--- src/rtl/led_matrix_pkg.sv ---
// ---------------------------------------------------------------------------
// led_matrix_pkg
// Shared definitions for the LED matrix scanner:
//   - scan_state_e : scan FSM encoding (IDLE / BLANK / ON)
//   - pin_level()  : maps a logical "active" bit onto a pin level for a
//                    given polarity (act_hi = 1 -> active drives high)
//   - timing_ok()  : slot timing sanity check; the ON phase must be long
//                    enough to hold at least one full PWM period
// ---------------------------------------------------------------------------
package led_matrix_pkg;

  typedef enum logic [1:0] {
    ST_IDLE  = 2'd0,
    ST_BLANK = 2'd1,
    ST_ON    = 2'd2
  } scan_state_e;

  localparam bit PIN_ACT_HIGH = 1'b1;
  localparam bit PIN_ACT_LOW  = 1'b0;

  function automatic logic pin_level(input logic active, input bit act_hi);
    return act_hi ? active : ~active;
  endfunction

  // BLANK must be at least one clock so the blank phase has a terminal count.
  function automatic bit timing_ok(input int prescale, input int blank, input int bright_w);
    return (blank >= 1) && (prescale > blank + (1 << bright_w));
  endfunction

endpackage

--- src/rtl/led_matrix_scan_drv_if.sv ---
// ---------------------------------------------------------------------------
// led_matrix_scan_drv_if
// Bundles the frame handshake, brightness/enable controls and matrix pins of
// the LED matrix scanner.
//   master : frame producer / board top side (drives enable, frame, bright)
//   slave  : the scanner itself (drives ready, rows, cols, frame sync)
// Signals:
//   i_Enable      scan enable
//   i_Frame_Data  ROWS*COLS bitmap, bit r*COLS+c = row r column c, 1 = lit
//   i_Frame_DV    frame valid (accepted when i_Frame_DV && o_Frame_Ready)
//   o_Frame_Ready shadow buffer free
//   i_Bright      PWM brightness code, 0 = dark
//   o_Rows        row drive pins
//   o_Cols        column drive pins
//   o_Frame_Sync  one-cycle pulse on entry to the row-0 blank phase
// ---------------------------------------------------------------------------
interface led_matrix_scan_drv_if #(
  parameter int ROWS     = 8,
  parameter int COLS     = 8,
  parameter int BRIGHT_W = 4
);
  logic                 i_Enable;
  logic [ROWS*COLS-1:0] i_Frame_Data;
  logic                 i_Frame_DV;
  logic                 o_Frame_Ready;
  logic [BRIGHT_W-1:0]  i_Bright;
  logic [ROWS-1:0]      o_Rows;
  logic [COLS-1:0]      o_Cols;
  logic                 o_Frame_Sync;

  modport master (
    output i_Enable, i_Frame_Data, i_Frame_DV, i_Bright,
    input  o_Frame_Ready, o_Rows, o_Cols, o_Frame_Sync
  );

  modport slave (
    input  i_Enable, i_Frame_Data, i_Frame_DV, i_Bright,
    output o_Frame_Ready, o_Rows, o_Cols, o_Frame_Sync
  );
endinterface

--- src/rtl/led_row_timer.sv ---
// ---------------------------------------------------------------------------
// led_row_timer
// Slot timing for the matrix scanner. Each row slot is PRESCALE clocks: BLANK
// clocks with everything off, then PRESCALE-BLANK clocks with the row driven.
// Ports:
//   clk_i, rst_ni   clock, asynchronous active-low reset
//   enable_i        scan enable; low forces IDLE and row 0 on the next edge
//   phase_o         current scan state (IDLE / BLANK / ON)
//   row_o           row index of the running slot
//   pwm_cnt_o       PWM counter, cleared on ON entry, free-running wrap
//   slot_end_o      last clock of the ON phase of the running slot
//   frame_wrap_o    running slot is the last row; with slot_end_o this marks
//                   the frame boundary
// ---------------------------------------------------------------------------
module led_row_timer
  import led_matrix_pkg::*;
#(
  parameter  int ROWS     = 8,
  parameter  int PRESCALE = 65536,
  parameter  int BLANK    = 16,
  parameter  int BRIGHT_W = 4,
  localparam int CW       = $clog2(PRESCALE),
  localparam int RW       = $clog2(ROWS)
) (
  input  logic                clk_i,
  input  logic                rst_ni,
  input  logic                enable_i,
  output scan_state_e         phase_o,
  output logic [RW-1:0]       row_o,
  output logic [BRIGHT_W-1:0] pwm_cnt_o,
  output logic                slot_end_o,
  output logic                frame_wrap_o
);

  localparam logic [CW-1:0] BLANK_LAST = CW'(BLANK - 1);
  localparam logic [CW-1:0] SLOT_LAST  = CW'(PRESCALE - 1);
  localparam logic [RW-1:0] ROW_LAST   = RW'(ROWS - 1);

  scan_state_e         state_q;
  logic [CW-1:0]       slot_cnt_q;   // position inside the slot, 0..PRESCALE-1
  logic [RW-1:0]       row_q;
  logic [BRIGHT_W-1:0] pwm_cnt_q;

  assign phase_o      = state_q;
  assign row_o        = row_q;
  assign pwm_cnt_o    = pwm_cnt_q;
  assign slot_end_o   = (state_q == ST_ON) && (slot_cnt_q == SLOT_LAST);
  assign frame_wrap_o = (row_q == ROW_LAST);

  always_ff @(posedge clk_i or negedge rst_ni) begin
    if (!rst_ni) begin
      state_q    <= ST_IDLE;
      slot_cnt_q <= '0;
      row_q      <= '0;
      pwm_cnt_q  <= '0;
    end else if (!enable_i) begin
      state_q    <= ST_IDLE;
      slot_cnt_q <= '0;
      row_q      <= '0;
      pwm_cnt_q  <= '0;
    end else begin
      case (state_q)
        ST_IDLE: begin
          state_q    <= ST_BLANK;
          slot_cnt_q <= '0;
          row_q      <= '0;
        end
        ST_BLANK: begin
          // The slot counter keeps running into ON so slot_end lands on PRESCALE-1.
          slot_cnt_q <= slot_cnt_q + 1'b1;
          if (slot_cnt_q == BLANK_LAST) begin
            state_q   <= ST_ON;
            pwm_cnt_q <= '0;
          end
        end
        ST_ON: begin
          pwm_cnt_q <= pwm_cnt_q + 1'b1;
          if (slot_end_o) begin
            state_q    <= ST_BLANK;
            slot_cnt_q <= '0;
            row_q      <= (row_q == ROW_LAST) ? '0 : row_q + 1'b1;
          end else begin
            slot_cnt_q <= slot_cnt_q + 1'b1;
          end
        end
        default: begin
          state_q    <= ST_IDLE;
          slot_cnt_q <= '0;
          row_q      <= '0;
        end
      endcase
    end
  end

endmodule

--- src/rtl/led_matrix_scan_drv.sv ---
// ---------------------------------------------------------------------------
// led_matrix_scan_drv
// Double-buffered ROWS x COLS LED matrix scanner with per-row blanking,
// per-frame PWM brightness and configurable pin polarity.
// Ports:
//   i_CLK     clock, all logic on posedge
//   i_RST_N   asynchronous active-low reset; aborts the scan at once
//   scan_if   led_matrix_scan_drv_if.slave: enable, frame handshake,
//             brightness, row/column pins and frame sync
// A frame is written into the shadow buffer on accept and copied into the
// displayed (active) buffer only at a frame boundary or when the scan
// starts from IDLE, so a frame is never shown partially.
// ---------------------------------------------------------------------------
module led_matrix_scan_drv
  import led_matrix_pkg::*;
#(
  parameter int ROWS       = 8,
  parameter int COLS       = 8,
  parameter int PRESCALE   = 65536,
  parameter int BLANK      = 16,
  parameter int BRIGHT_W   = 4,
  parameter bit ROW_ACT_HI = PIN_ACT_HIGH,
  parameter bit COL_ACT_HI = PIN_ACT_LOW
) (
  input logic                  i_CLK,
  input logic                  i_RST_N,
  led_matrix_scan_drv_if.slave scan_if
);

  localparam int RW     = $clog2(ROWS);
  localparam bit CFG_OK = timing_ok(PRESCALE, BLANK, BRIGHT_W);

  if (!CFG_OK) begin : g_cfg_error
    $error("led_matrix_scan_drv: need BLANK >= 1 and PRESCALE > BLANK + 2**BRIGHT_W");
  end

  scan_state_e         phase;
  logic [RW-1:0]       row_idx;
  logic [BRIGHT_W-1:0] pwm_cnt;
  logic                slot_end;
  logic                frame_wrap;

  led_row_timer #(
    .ROWS     (ROWS),
    .PRESCALE (PRESCALE),
    .BLANK    (BLANK),
    .BRIGHT_W (BRIGHT_W)
  ) u_row_timer (
    .clk_i        (i_CLK),
    .rst_ni       (i_RST_N),
    .enable_i     (scan_if.i_Enable),
    .phase_o      (phase),
    .row_o        (row_idx),
    .pwm_cnt_o    (pwm_cnt),
    .slot_end_o   (slot_end),
    .frame_wrap_o (frame_wrap)
  );

  logic [ROWS*COLS-1:0] active_q;
  logic [ROWS*COLS-1:0] shadow_q;
  logic                 pending_q;
  logic [BRIGHT_W-1:0]  bright_q;
  logic                 sync_q;

  logic accept;
  logic frame_start;

  assign accept = scan_if.i_Frame_DV && !pending_q;
  // Row-0 blank is entered either from IDLE or at the wrap of the last row.
  assign frame_start = scan_if.i_Enable &&
                       ((phase == ST_IDLE) || (slot_end && frame_wrap));

  always_ff @(posedge i_CLK or negedge i_RST_N) begin
    if (!i_RST_N) begin
      active_q  <= '0;
      shadow_q  <= '0;
      pending_q <= 1'b0;
      bright_q  <= '0;
      sync_q    <= 1'b0;
    end else begin
      sync_q <= frame_start;
      if (frame_start) begin
        bright_q <= scan_if.i_Bright;
      end
      // Accept is blocked while pending, so swap and accept never collide;
      // a frame accepted on the boundary itself waits for the next boundary.
      if (frame_start && pending_q) begin
        active_q  <= shadow_q;
        pending_q <= 1'b0;
      end else if (accept) begin
        shadow_q  <= scan_if.i_Frame_Data;
        pending_q <= 1'b1;
      end
    end
  end

  logic [COLS-1:0] row_bits;
  logic            cols_enable;
  logic [ROWS-1:0] rows_pin;
  logic [COLS-1:0] cols_pin;

  assign row_bits    = active_q[row_idx*COLS +: COLS];
  assign cols_enable = (phase == ST_ON) && (pwm_cnt < bright_q);

  for (genvar gi = 0; gi < ROWS; gi++) begin : g_rows
    assign rows_pin[gi] = pin_level((phase == ST_ON) && (row_idx == RW'(gi)), ROW_ACT_HI);
  end

  for (genvar gi = 0; gi < COLS; gi++) begin : g_cols
    assign cols_pin[gi] = pin_level(row_bits[gi] && cols_enable, COL_ACT_HI);
  end

  assign scan_if.o_Rows        = rows_pin;
  assign scan_if.o_Cols        = cols_pin;
  assign scan_if.o_Frame_Ready = ~pending_q;
  assign scan_if.o_Frame_Sync  = sync_q;

endmodule
--- src/flat_wrapper.sv ---
// flat-port wrapper written by rule: the top's interface ports become plain ports
module led_matrix_scan_drv_flat import led_matrix_pkg::*;
#(
  parameter int ROWS       = 8,
  parameter int COLS       = 8,
  parameter int PRESCALE   = 65536,
  parameter int BLANK      = 16,
  parameter int BRIGHT_W   = 4,
  parameter bit ROW_ACT_HI = PIN_ACT_HIGH,
  parameter bit COL_ACT_HI = PIN_ACT_LOW
)
  (i_CLK, i_RST_N, scan_if_i_Enable, scan_if_i_Frame_Data, scan_if_i_Frame_DV, scan_if_i_Bright, scan_if_o_Frame_Ready, scan_if_o_Rows, scan_if_o_Cols, scan_if_o_Frame_Sync);
  led_matrix_scan_drv_if #(.ROWS(ROWS), .COLS(COLS), .BRIGHT_W(BRIGHT_W)) scan_if_i ();
  input logic i_CLK;
  input logic i_RST_N;
  input wire logic [$bits(scan_if_i.i_Enable)-1:0] scan_if_i_Enable;
  input wire logic [$bits(scan_if_i.i_Frame_Data)-1:0] scan_if_i_Frame_Data;
  input wire logic [$bits(scan_if_i.i_Frame_DV)-1:0] scan_if_i_Frame_DV;
  input wire logic [$bits(scan_if_i.i_Bright)-1:0] scan_if_i_Bright;
  output wire logic [$bits(scan_if_i.o_Frame_Ready)-1:0] scan_if_o_Frame_Ready;
  output wire logic [$bits(scan_if_i.o_Rows)-1:0] scan_if_o_Rows;
  output wire logic [$bits(scan_if_i.o_Cols)-1:0] scan_if_o_Cols;
  output wire logic [$bits(scan_if_i.o_Frame_Sync)-1:0] scan_if_o_Frame_Sync;
  assign scan_if_i.i_Enable = scan_if_i_Enable;
  assign scan_if_i.i_Frame_Data = scan_if_i_Frame_Data;
  assign scan_if_i.i_Frame_DV = scan_if_i_Frame_DV;
  assign scan_if_i.i_Bright = scan_if_i_Bright;
  assign scan_if_o_Frame_Ready = scan_if_i.o_Frame_Ready;
  assign scan_if_o_Rows = scan_if_i.o_Rows;
  assign scan_if_o_Cols = scan_if_i.o_Cols;
  assign scan_if_o_Frame_Sync = scan_if_i.o_Frame_Sync;
  led_matrix_scan_drv #(.ROWS(ROWS), .COLS(COLS), .PRESCALE(PRESCALE), .BLANK(BLANK), .BRIGHT_W(BRIGHT_W), .ROW_ACT_HI(ROW_ACT_HI), .COL_ACT_HI(COL_ACT_HI)) u_core (.i_CLK(i_CLK), .i_RST_N(i_RST_N), .scan_if(scan_if_i));
endmodule
--- config.mk ---
export PLATFORM = sky130hd
export DESIGN_NAME = led_matrix_scan_drv_flat
export DESIGN_NICKNAME = d
export VERILOG_FILES = /design/src/rtl/led_matrix_pkg.sv /design/src/rtl/led_matrix_scan_drv_if.sv /design/src/rtl/led_row_timer.sv /design/src/rtl/led_matrix_scan_drv.sv /design/src/flat_wrapper.sv
export SDC_FILE = /design/constraint.sdc
export NUM_CORES = 1
export LEC_CHECK = 0
export ABC_AREA = 1
export CORE_MARGIN = 1
export CORE_UTILIZATION = 30
export CTS_CLUSTER_DIAMETER = 120
export DETAILED_ROUTE_END_ITERATION = 8
export MAX_ROUTING_LAYER = met4
export PLACE_DENSITY = 0.5
export SLEW_MARGIN = 10
export SYNTH_ARGS = -nofsm -noshare
export SYNTH_HDL_FRONTEND = slang
export SYNTH_HIERARCHICAL = 1
export SYNTH_SLANG_ARGS = --single-unit
--- constraint.sdc ---
create_clock -name i_CLK -period 2.3 [get_ports i_CLK]
set_clock_uncertainty 0.2 [all_clocks]
set_input_delay 0.46 -clock i_CLK [delete_from_list [all_inputs] [get_ports i_CLK]]
set_output_delay 0.46 -clock i_CLK [all_outputs]
set_load 0.005 [all_outputs]
# == After elaboration in Yosys (flattened, before gate mapping) ==
# Cells that the tools add are included.
# totals
ram_bits,0
reg_bits,159
input_bits,72
memories,0
latchBits,0
out_inout_bits,18
elab_cells,86
romBits,0
# op_classes
magnitude_cmp,1
n_addsub,3
n_eq_ne,15
multipliers,0
shift,1
reduce_logical,31
mux,16
bitwise_logic,10
n_div,0
# ops
operator,count
$shiftx A64 B7 Y8,1
$mux W16,2
$pmux W16 S2,1
$logic_and A1 B1 Y1,22
$add A16 B1 Y16 const B,1
$eq A16 B16 Y1 const B,1
$eq A16 B4 Y1 const B,1
$eq A3 B3 Y1 const B,4
$not A1 Y1,10
$mux W3,3
$mux W4,2
$pmux W4 S2,1
$reduce_and A2 Y1,4
$eq A3 B2 Y1 const B,2
$mux W2,3
$pmux W2 S3,1
$pmux W3 S2,1
$add A4 B1 Y4 const B,1
$lt A4 B4 Y1,1
$add A3 B1 Y3 const B,1
$eq A3 B1 Y1 const B,1
$logic_not A3 Y1,1
$ne A3 B1 Y1 const B,1
$ne A3 B2 Y1 const B,1
other kinds (9),10

# == Logic depth before layout (Yosys ltp) ==
# logic_depth
ltp_word,8
ltp_mapped,14
mapped_depth_nobuf,12

# == Cells and area by module ==
# The synthesis kept the hierarchy.
# by_module_without_submodules
mod,cells_each,seq_area_each_um2,instances,area_each_um2
led_matrix_scan_drv,713,3353.2,1,6237.2
led_row_timer,190,625.6,1,1441.4

# == Worst setup path after synthesis ==
# OpenSTA, ideal clock, no wires.
# synth_path
path_type,reg2reg
from,register u_core.u_row_timer.slot_cnt_q[0]
to,register u_core.active_q[0]
t_required_ns,1.983
path_buffers,2
path_stages_with_launch,15
setup_ns,0.117
arrival_ns,1.699
synth_period_minus_slack_ns,2.016
slack_ns,0.284
path_cell_list,dfrtp_1 -> ha_1 -> nand2_1 -> nor2_1 -> nand4_1 -> nor2_1 -> nand2_1 -> o21ai_1 -> nand2_1 -> inv_2 -> nand2_1 -> buf_6 -> buf_6 -> nand2_1 -> nand2_1
# synth_via
elab_chain_cells,6
# synth_rtl
item,line_no,rtl
"start, declared",led_row_timer.sv:40,logic [CW-1:0] slot_cnt_q;
"start signal, assigned",led_row_timer.sv:70,slot_cnt_q <= slot_cnt_q + 1'b1;
"start signal, assigned",led_row_timer.sv:83,slot_cnt_q <= slot_cnt_q + 1'b1;
$eq A16 B16 Y1,led_row_timer.sv:47,assign slot_end_o = (state_q == ST_ON) && (slot_cnt_q == SLOT_LAST);
$logic_and A1 B1 Y1,led_row_timer.sv:47,
via u_core.slot_end,led_matrix_scan_drv.sv:40,logic slot_end;
$logic_and A1 B1 Y1,led_matrix_scan_drv.sv:71,((phase == ST_IDLE) || (slot_end && frame_wrap));
$logic_or A1 B1 Y1,led_matrix_scan_drv.sv:71,
$logic_and A1 B1 Y1,led_matrix_scan_drv.sv:70,assign frame_start = scan_if.i_Enable &&
$logic_and A1 B1 Y1,led_matrix_scan_drv.sv:87,if (frame_start && pending_q) begin
"end signal, assigned",led_matrix_scan_drv.sv:88,active_q <= shadow_q;
"end, declared",led_matrix_scan_drv.sv:59,logic [ROWS*COLS-1:0] active_q;
# The timed path passes the listed nets, and every way through them passes these cells.
# A chain may end at the register's enable or synchronous reset.

# == Worst setup path after layout ==
# layout_path
from,"register u_core.u_row_timer.pwm_cnt_q[3], in the netlist u_core/u_row_timer/pwm_cnt_o[3]"
to,output port scan_if_o_Cols[4]
# layout_via
elab_chain_cells,4
# layout_rtl
item,line_no,rtl
"start, declared",led_row_timer.sv:42,logic [BRIGHT_W-1:0] pwm_cnt_q;
"start signal, assigned",led_row_timer.sv:77,pwm_cnt_q <= pwm_cnt_q + 1'b1;
$lt A4 B4 Y1,led_matrix_scan_drv.sv:103,assign cols_enable = (phase == ST_ON) && (pwm_cnt < bright_q);
$logic_and A1 B1 Y1,led_matrix_scan_drv.sv:103,
$logic_and A1 B1 Y1,led_matrix_scan_drv.sv:110,"assign cols_pin[gi] = pin_level(row_bits[gi] && cols_enable, COL_ACT_HI);"
$not A1 Y1,led_matrix_pkg.sv:22,return act_hi ? active : ~active;
"end, declared",flat_wrapper.sv:22,output wire logic [$bits(scan_if_i.o_Cols)-1:0] scan_if_o_Cols;
# No other way between the ends.

==> impl_metrics.py <==
metrics = {
    "synthesis": {
        "ys.flop_type": "dfrtp_1",
        "ys_seq_elements": 159,
        "synthTopCellsByCount": "nand2_1 (363), dfrtp_1 (159), inv_1 (91)",
        "post-synth-top-count-cell": "nand2_1",
        "yosys-top-cells-area": "dfrtp_1 (52%), nand2_1 (18%), mux2_1 (8.8%), nand3_1 (5.9%), inv_1 (4.4%)",
        "async_reset_ff_share_pct": 100,
        "postSynthAreaPerCell_um2": 8.50,
        "ys_types": 26,
        "synth_edf_count": 0,
        "seq_area_frac_synth_pct": 51.8,
        "yosysTopAreaCell": "dfrtp_1",
        "synth_area_um2": 7680,
        "synth_fp_nets": 986,
        "ys_warn_count": 6,
        "synthCells": 903,
        "synth.top_cell.area_share_pct": 51.8,
    },
    "critical_path": {
        "timing.rr.start": "u_core/u_row_timer/row_o[0]",
        "cp.required_ns": 1.64,
        "cp_data_arrival_time_ns": 1.94,
        "critPathKind": "reg -> out",
        "path_max_fanout": 5,
        "end_kind": "output port",
        "startpoint": "u_core/u_row_timer/pwm_cnt_o[3]",
        "critPathLaunchType": "flip-flop",
    },
    "sta": {
        "setup_violations": 13,
        "clock.fmax_ghz": 0.384,
        "slew_viol_final": 0,
        "tightest_slew_ns": 0.778,
        "fin_crit_sh_pct": 113,
        "rsz0062_at_grt": "true",
        "finalHoldWorstSlack_ns": 0.261,
        "max-slew-margin-rel_pct": 48.1,
        "hold_viol": 0,
        "worst_slack_ns": -0.301,
        "fin_crit_ns": 2.60,
    },
    "finish": {
        "finalNonFillerCells": 1369,
        "diodes": 0,
        "final_cell_area_um2": 9980,
        "syn2layout_area_growth_pct": 30.0,
        "drive_above_1_share_pct": 11.5,
        "final_net_count": 1111,
    },
    "run_status": {
        "status": "complete, but fails checks",
        "violations": "setup timing",
    },
    "global_routing": {
        "grt_usage_pct": 15.6,
        "antenna_found_initial": 0,
        "grt_pass1_wl_um": 30900,
        "grt_pass1_vias": 6010,
        "grt_max_degree": 67,
        "grt_overflow_total": 0,
    },
    "floorplanning": {
        "core.rowCount": 58,
        "die_w_um": 162,
        "die-area_um2": 26200,
        "chipHeight_um": 162,
        "ios": 90,
        "start_util_pct": 30.6,
        "coreArea_um2": 25100,
    },
    "clock_tree": {
        "cts_tree": "yes",
        "root_buffer": "clkbuf_16",
        "worstSkewPairLatency_ns": 0.43,
        "clkSinkCount": 159,
        "cts_buffers": 17,
        "clock_path_buffers": 2,
        "cts_max_level": 4,
        "clk_pin_slew_worst_paths_ns": 0.06,
    },
    "detailed_routing": {
        "drtIter0Drc": 262,
        "routed_via_density": 4.35,
        "vias": 5953,
        "wl_per_cell_um": 13.8,
        "drt-pass1-iter-count": 5,
        "ant_nets": 0,
        "wl_um": 18800,
        "drc_errors": 0,
    },
    "min_path": {
        "hp-start": "u_core/u_row_timer/slot_cnt_q[0]",
        "min_path_type": "reg -> reg",
    },
    "place": {
        "place_congestion": 0.795,
        "placed_area_um2": 9160,
        "port_buffers": 89,
        "pre_cts_ws_ns": -0.125,
        "placed_cells": 1325,
        "dp_hpwl_um": 12800,
    },
    "pwr": {
        "leakage_nw": 4.99,
        "p_per_area_nw_per_um2": 1130,
        "total_power_mw": 11.2,
        "ir_worst_vdd_mv": 0.534,
    },
    "run": {
        "drv_cap": 0,
    },
}
-- routing by layer --
layer,vias up,wire [um],GRT usage [%],share of wire (%)
met5,-,0,-,0
met4,0,360,6.00,1.9
met3,17,550,2.48,2.9
met2,99,8580,24.0,46
met1,2798,9340,20.4,50
li1,3039,-,-,-
-- flip-flops by register name, summed over array words and instances (netlist names) --
name / flops
u_core/u_row_timer/phase_o: 2
u_core/pending_q: 1
u_core/u_row_timer/pwm_cnt_o: 4
u_core/active_q: 64
u_core/u_row_timer/slot_cnt_q: 16
u_core/bright_q: 4
u_core/shadow_q: 64
u_core/u_row_timer/row_o: 3
u_core/scan_if.o_Frame_Sync: 1
-- cells by family after synthesis --
family	Yosys count	share of synthesized area (%)
AO/OA/AOI/OAI	6	0.440
buffers and inverters	135	8.00
flip-flops	159	51.8
XOR/XNOR	13	1.48
AND/OR/NAND/NOR	515	27.1
multiplexers	64	9.39
adder cells (fa/ha/maj)	11	1.79
-- stage by stage --
step                      util, %  TNS [ns]
final                        39.7     -2.73
after global routing         39.7     -3.90
after global placement       36.5    -0.440
after detailed placement     36.5    -0.800
after CTS                    39.1     -3.14
after floorplan                 -         0
-- worst paths after layout --
| check | depth (start not counted) | slack [ns] | to |
|---|---|---|---|
| setup / recovery | 8 | -0.30 | scan_if_o_Cols[4] |
| hold / removal | 1 | 0.26 | u_core/u_row_timer/slot_cnt_q[0] |
| setup reg to reg | 11 | 0.12 | u_core/active_q[51] |
| hold reg to reg | 1 | 0.26 | u_core/u_row_timer/slot_cnt_q[0] |
| max in group asynchronous | 3 | 0.95 | u_core/shadow_q[0] |
| min in group asynchronous | 2 | 0.33 | u_core/shadow_q[29] |
-- worst max-delay path: stages, from the launching register on --
cell      delay [ns]
dfrtp_1         0.38
ha_1            0.32
nand2_1         0.08
nand3b_1        0.12
a21oi_4         0.18
buf_6           0.15
buf_6           0.10
nand3_2         0.06
buf_2           0.13
-- cell type report --
type                       count  area [um^2]
fill                        2615        15100
sequential                   159         3980
multi-input combinational    609         3150
timing repair buffer         145         1520
clock buffer                  18          429
tap                          330          413
inverter                      96          368
clock inverter                12          116
-- power by group --
| part | internal, mW | leakage (nW) | total [mW] | switching [mW] |
|---|---|---|---|---|
| clock network | 1.49 | 0.256 | 2.68 | 1.19 |
| logic | 1.73 | 2.76 | 3.96 | 2.23 |
| registers | 3.98 | 1.97 | 4.61 | 0.631 |
| total | 7.20 | 4.99 | 11.2 | 4.05 |
-- layout by cell type, fill, tap and decap left out, types with 3 or more instances in the layout --
cell             instances
nand2_2                  4
nand3_2                  4
clkdlybuf4s50_1         77
clkbuf_16               21
buf_6                    9
ha_1                    11
nor2_2                   3
nor2_1                  47
clkinv_2                 4
dfrtp_2                  3
buf_12                  11
inv_1                   91
clkinvlp_4               4
buf_4                   33
o21ai_0                  4
clkinv_4                 4
buf_2                    7
mux2_2                   4
nand3_1                 85
nand2_1                361
mux2_1                  60
dfrtp_1                156
nor3_1                   3
xor2_1                  11
-- what timing repair did --
item	4_1_cts	5_1_grt
hold endpoints to repair	39	0
buffers inserted	7	2
hold buffers	1	0
gates resized for setup	50	14
pin swaps	4	3
setup endpoints to repair	17	81
cloned	0	4
Note: power is estimated with default switching activity, not from simulation.
